<file path="src/rtl/uart_pkg.sv">
// uart_pkg: frame types and helpers shared by the UART transmitter and receiver
package uart_pkg;

    typedef enum logic [2:0] {IDLE, START, DATA, PARITY, STOP} tx_state_t;

    localparam int FRAME_BITS = 11;

    function automatic logic odd_parity(input logic [7:0] b);
        return ~^b;
    endfunction

endpackage

</file>
<file path="src/rtl/sync_fifo.sv">
// sync_fifo: show-ahead synchronous FIFO with occupancy count
module sync_fifo #(
    parameter int WIDTH = 8,
    parameter int DEPTH = 8
) (
    input  logic                       clk,
    input  logic                       rst_n,
    input  logic                       push,
    input  logic                       pop,
    input  logic [WIDTH-1:0]           din,
    output logic [WIDTH-1:0]           dout,
    output logic                       full,
    output logic                       empty,
    output logic [$clog2(DEPTH+1)-1:0] count
);

    localparam int PW = $clog2(DEPTH);
    localparam int CW = $clog2(DEPTH+1);

    logic [WIDTH-1:0] mem [DEPTH];
    logic [PW-1:0]    wr_ptr, rd_ptr;
    logic             wr_ok, rd_ok;

    assign full  = count == CW'(DEPTH);
    assign empty = count == '0;
    assign wr_ok = push && !full;
    assign rd_ok = pop && !empty;
    assign dout  = mem[rd_ptr];

    always_ff @(posedge clk or negedge rst_n) begin
        if (!rst_n) begin
            wr_ptr <= '0;
            rd_ptr <= '0;
            count  <= '0;
        end else begin
            wr_ptr <= wr_ptr + PW'(wr_ok);
            rd_ptr <= rd_ptr + PW'(rd_ok);
            count  <= count + CW'(wr_ok) - CW'(rd_ok);
        end
    end

    // storage needs no reset: entries are only visible once counted
    always_ff @(posedge clk) begin
        if (wr_ok) mem[wr_ptr] <= din;
    end

endmodule

</file>
<file path="src/rtl/uart_tx_buffered.sv">
// uart_tx_buffered: FIFO-buffered 8-O-1 UART transmitter
module uart_tx_buffered
    import uart_pkg::*;
#(
    parameter int CLK_FREQ = 100_000_000,
    parameter int BAUD     = 19_200,
    parameter int DEPTH    = 8
) (
    input  logic       clk,
    input  logic       rst_n,
    input  logic       wr_en,
    input  logic [7:0] wr_data,
    output logic       full,
    output logic       overflow,
    output logic       busy,
    output logic       tx_out
);

    localparam int BIT_CYCLES = CLK_FREQ / BAUD;
    localparam int BW = BIT_CYCLES > 1 ? $clog2(BIT_CYCLES) : 1;
    localparam int CW = $clog2(DEPTH+1);

    tx_state_t     state, state_d;
    logic [BW-1:0] baud_cnt, baud_cnt_d;
    logic [2:0]    bit_idx, bit_idx_d;
    logic [7:0]    shift_reg, shift_d, head;
    logic [CW-1:0] count;
    logic          parity, parity_d, tx_d, pop, empty, bit_end;

    sync_fifo #(.WIDTH(8), .DEPTH(DEPTH)) u_fifo (
        .clk   (clk),
        .rst_n (rst_n),
        .push  (wr_en),
        .pop   (pop),
        .din   (wr_data),
        .dout  (head),
        .full  (full),
        .empty (empty),
        .count (count)
    );

    assign busy    = count != '0 || state != IDLE;
    assign bit_end = baud_cnt == BW'(BIT_CYCLES - 1);

    always_comb begin
        state_d    = state;
        baud_cnt_d = (state == IDLE || bit_end) ? '0 : baud_cnt + BW'(1);
        bit_idx_d  = bit_idx;
        pop        = 1'b0;
        case (state)
            IDLE:    pop = !empty;
            START:   if (bit_end) state_d = DATA;
            DATA:    if (bit_end) begin
                         bit_idx_d = bit_idx + 3'd1;
                         if (bit_idx == 3'd7) state_d = PARITY;
                     end
            PARITY:  if (bit_end) state_d = STOP;
            STOP:    if (bit_end) begin
                         pop     = !empty;
                         state_d = IDLE;
                     end
            default: state_d = IDLE;
        endcase
        // popping always launches a new frame, from IDLE or straight after a stop bit
        if (pop) state_d = START;
        shift_d  = pop ? head : shift_reg;
        parity_d = pop ? odd_parity(head) : parity;
        tx_d     = state_d == START  ? 1'b0 :
                   state_d == DATA   ? shift_d[bit_idx_d] :
                   state_d == PARITY ? parity_d : 1'b1;
    end

    always_ff @(posedge clk or negedge rst_n) begin
        if (!rst_n) begin
            state     <= IDLE;
            baud_cnt  <= '0;
            bit_idx   <= '0;
            shift_reg <= '0;
            parity    <= 1'b0;
            tx_out    <= 1'b1;
            overflow  <= 1'b0;
        end else begin
            state     <= state_d;
            baud_cnt  <= baud_cnt_d;
            bit_idx   <= bit_idx_d;
            shift_reg <= shift_d;
            parity    <= parity_d;
            tx_out    <= tx_d;
            overflow  <= wr_en && full;
        end
    end

endmodule

</file>
<file path="config.mk">
export PLATFORM = sky130hd
export DESIGN_NAME = uart_tx_buffered
export DESIGN_NICKNAME = d
export VERILOG_FILES = /design/src/rtl/uart_pkg.sv /design/src/rtl/sync_fifo.sv /design/src/rtl/uart_tx_buffered.sv
export SDC_FILE = /design/constraint.sdc
export NUM_CORES = 1
export LEC_CHECK = 0
export CORE_UTILIZATION = 35
export CTS_BUF_LIST = sky130_fd_sc_hd__clkbuf_8
export DETAILED_ROUTE_END_ITERATION = 7
export GPL_TIMING_DRIVEN = 0
export PLACE_DENSITY_LB_ADDON = 0.1
export RECOVER_POWER = 50
export SYNTH_ARGS = -nofsm -noshare
export SYNTH_HDL_FRONTEND = slang
export SYNTH_SLANG_ARGS = --single-unit
</file>
<file path="constraint.sdc">
create_clock -name clk -period 3.9 [get_ports clk]
set_input_delay 0.585 -clock clk [delete_from_list [all_inputs] [get_ports clk]]
set_output_delay 0.585 -clock clk [all_outputs]
set_load 0.1 [all_outputs]
</file>
==> flow_metrics.env <==
export IMPL_clock_latency_ps=390
export IMPL_grt_max_degree=34
export IMPL_drt_iter0_markers=106
export IMPL_finalHoldViolations=0
export IMPL_cts_root_buf="clkbuf_8"
export IMPL_p_int_mw=1.77
export IMPL_synth_top_family_by_area="multiplexers"
export IMPL_clockPowerShare_pct=28.3
export IMPL_critPathKind="reg -> reg"
export IMPL_p_per_area_nw_per_um2=481
export IMPL_maxSlewHeadroom_pct=-21.1
export IMPL_synth_compound_area_share_pct=4.35
export IMPL_synth_top_area_cell="edfxtp_1"
export IMPL_pwr_share_comb_pct=15.7
export IMPL_portBuffers=14
export IMPL_layout_commonest_cell="edfxtp_1"
export IMPL_fmax_mhz=337
export IMPL_cts_buffers=9
export IMPL_fillCellCount=1211
export IMPL_crit_fanout=8
export IMPL_required_ps=4170
export IMPL_die_h_um=116
export IMPL_arrival_ps=3230
export IMPL_timing_final_max_slew_violations=34
export IMPL_p_switching_mw=0.685
export IMPL_fin_crit_sh_pct=76.1
export IMPL_seq_power_share_pct=56.0
export IMPL_rrSetupSlack_ps=930
export IMPL_synth_top_area_share_pct=42.3
export IMPL_dp_hpwl_um=5720
export IMPL_register_area_um2=2920
export IMPL_synth_area_um2=4540
export IMPL_largest_register_ff_count=64
export IMPL_final_core_utilization_pct=40.5
export IMPL_min_period_ps=2970
export IMPL_ys_warn_count=0
export IMPL_antenna_found_initial=0
export IMPL_ant_nets=0
export IMPL_dr_pass1_iters=4
export IMPL_antenna_cells=0
export IMPL_synth_avg_cell_area_um2=14.9
export IMPL_clkTransAtPathRegs_ps=110
export IMPL_core_area_um2=12600
export IMPL_drive_gt1_share_pct=15.2
export IMPL_cts_sinks=104
export IMPL_setup_viol=0
export IMPL_synth_fp_nets=330
export IMPL_synthSimpleGateAreaFrac_pct=8.89
export IMPL_synth_xor_area_share_pct=4.71
export IMPL_grt_pass1_wl_um=13900
export IMPL_critical_path_startpoint_type="register"
export IMPL_clock_skew_ps=15.4
export IMPL_synthAdderAreaFrac_pct=4.02
export IMPL_viasPerCell=4.75
export IMPL_rsz0062_at_grt="false"
export IMPL_nets=356
export IMPL_die_area_um2=13400
export IMPL_post_cts_buffers=0
export IMPL_violations="max-capacitance violations, max-slew violations"
export IMPL_synth_main_ff_cell="edfxtp_1"
export IMPL_ys_ff_latch=104
export IMPL_drc=0
export IMPL_die_width_um=116
export IMPL_p_leak_nw=1.95
export IMPL_status="finished, violations left"
export IMPL_hold_ws_ps=92.8
export IMPL_cts_tree="done"
export IMPL_hp_class="in -> async"
export IMPL_netlist_instances=305
export IMPL_synth_mux_area_share_pct=11.1
export IMPL_core_rowCount=41
export IMPL_worst_pin_slew_ps=1820
export IMPL_track_usage_pct=14.4
export IMPL_r2r_start="baud_cnt[8]"
export IMPL_maxCapViolations=1
export IMPL_reg2reg_depth=11
export IMPL_p_sw_share_pct=27.9
export IMPL_vias=2413
export IMPL_end_kind="register"
export IMPL_hold_buffers=0
export IMPL_synth_edf_count=64
export IMPL_cts_max_level=3
export IMPL_setup_tns_ps=0
export IMPL_yosysSeqAreaShare_pct=64.3
export IMPL_totalWireLength_um=8340
export IMPL_async_reset_ff_share_pct=38.5
export IMPL_place_gp_congestion=0.720
export IMPL_areaGrowthSynthToFinish_pct=12.4
export IMPL_wl_per_cell_um=16.4
export IMPL_overflow=0
export IMPL_synth_area_top_cells="edfxtp_1 (42%), dfrtp_1 (21%), mux2i_1 (4.6%)"
export IMPL_ir_worst_vdd_mv=0.224
export IMPL_cts_resized=0
export IMPL_grt_pass1_vias=2539
export IMPL_multi_input_area_um2=1510
export IMPL_r2r_end="u_fifo.count[2]"
export IMPL_io_pins=15
export IMPL_mostFrequentLayoutCells="edfxtp_1 (64), dfrtp_1 (39), nor2_1 (30), mux2i_1 (21), inv_1 (14)"
export IMPL_initial_core_util_pct=36.0
export IMPL_clk_path_buf_depth=2
export IMPL_synth_distinct_cells=53
[cells by family (layout without fill, tap and decap cells)]
family                     count (synthesis)  count (layout)
DFF                                      104             104
and+or+nand+nor                           75              75
muxes                                     38              38
AOI/OAI and AO/OA                         28              28
buffers and inverters                     24              55
xor gates and xnor gates                  22              22
adders and majority gates                 14              14
[layout make-up]
| cell class | instances | share of cell area [%] |
|---|---|---|
| plain buffers | 9 | 1.13 |
| flip-flops and latches | 104 | 57.3 |
| inverters | 15 | 1.20 |
| well taps | 172 | 4.21 |
| multi-input cells | 177 | 29.6 |
| clock buffers | 9 | 2.43 |
| repair buffers | 15 | 2.69 |
| clock inverters | 7 | 1.49 |
[synth_stat cells (2+ instances only)]
cell type and instances:
a221oi_1 4, mux2_2 7, inv_1 14, nand3_1 5
mux2i_1 21, dfrtp_1 39, ha_1 13, nand4b_1 2
nor4_1 2, nand2b_1 3, nor2_1 30, edfxtp_1 64
and3_1 6, xnor2_1 8, a22oi_1 4, nor3_1 2
buf_4 4, mux4_2 8, or3_1 2, nand2_1 13
clkbuf_1 2, xor2_1 12, o21ai_1 3, o21ai_0 8
[routing by layer]
layer  track usage [%]  vias up  part of all wire (%)
met5                 0        -                     0
met2              22.5       26                    47
met4              6.67        0                   2.1
met1              19.0     1208                    48
li1                  -     1166                     -
met3              3.50       13                   2.7
[critical path, stage by stage, from the launching register on]
cell	delay (ps)
dfrtp_1	420
or4b_4	580
or3_1	370
buf_6	140
a21o_4	230
clkinv_4	90
ha_1	220
inv_1	60
ha_1	170
inv_1	60
fa_1	370
xnor2_1	130
[power groups by stage]
stage	clock network (mW)	logic, mW	registers, mW
after global routing	0.773	0.437	1.39
after CTS	0.728	0.402	1.38
final	0.695	0.384	1.38
after global placement	0	0.387	1.39
after floorplan	0	0.270	1.39
after detailed placement	0	0.400	1.40
[how the worst max path moves through the flow]
stage / from / endpoint / slack, ps / cells after the start
after floorplan: baud_cnt[8] / u_fifo.count[2] / 1090 / 11
after global placement: wr_en / u_fifo.mem[1][6] / 900 / 4
after detailed placement: wr_en / u_fifo.mem[0][5] / 920 / 4
after CTS: u_fifo.count[1] / full / 890 / 4
after global routing: u_fifo.count[1] / full / 800 / 4
final: baud_cnt[8] / u_fifo.count[2] / 930 / 11
[stage by stage]
step / std cells / setup slack, ps / cell area, µm² / total power [mW]
2_1_floorplan: 305 / 1090 / 4540 / 1.66
5_1_grt: 508 / 800 / 5110 / 2.60
4_1_cts: 508 / 894 / 5120 / 2.51
3_5_place_dp: 492 / 921 / 4920 / 1.80
3_3_place_gp: 491 / 903 / 4900 / 1.78
6_report: 508 / 932 / 5110 / 2.45
Power figures use the tool's default switching activity.
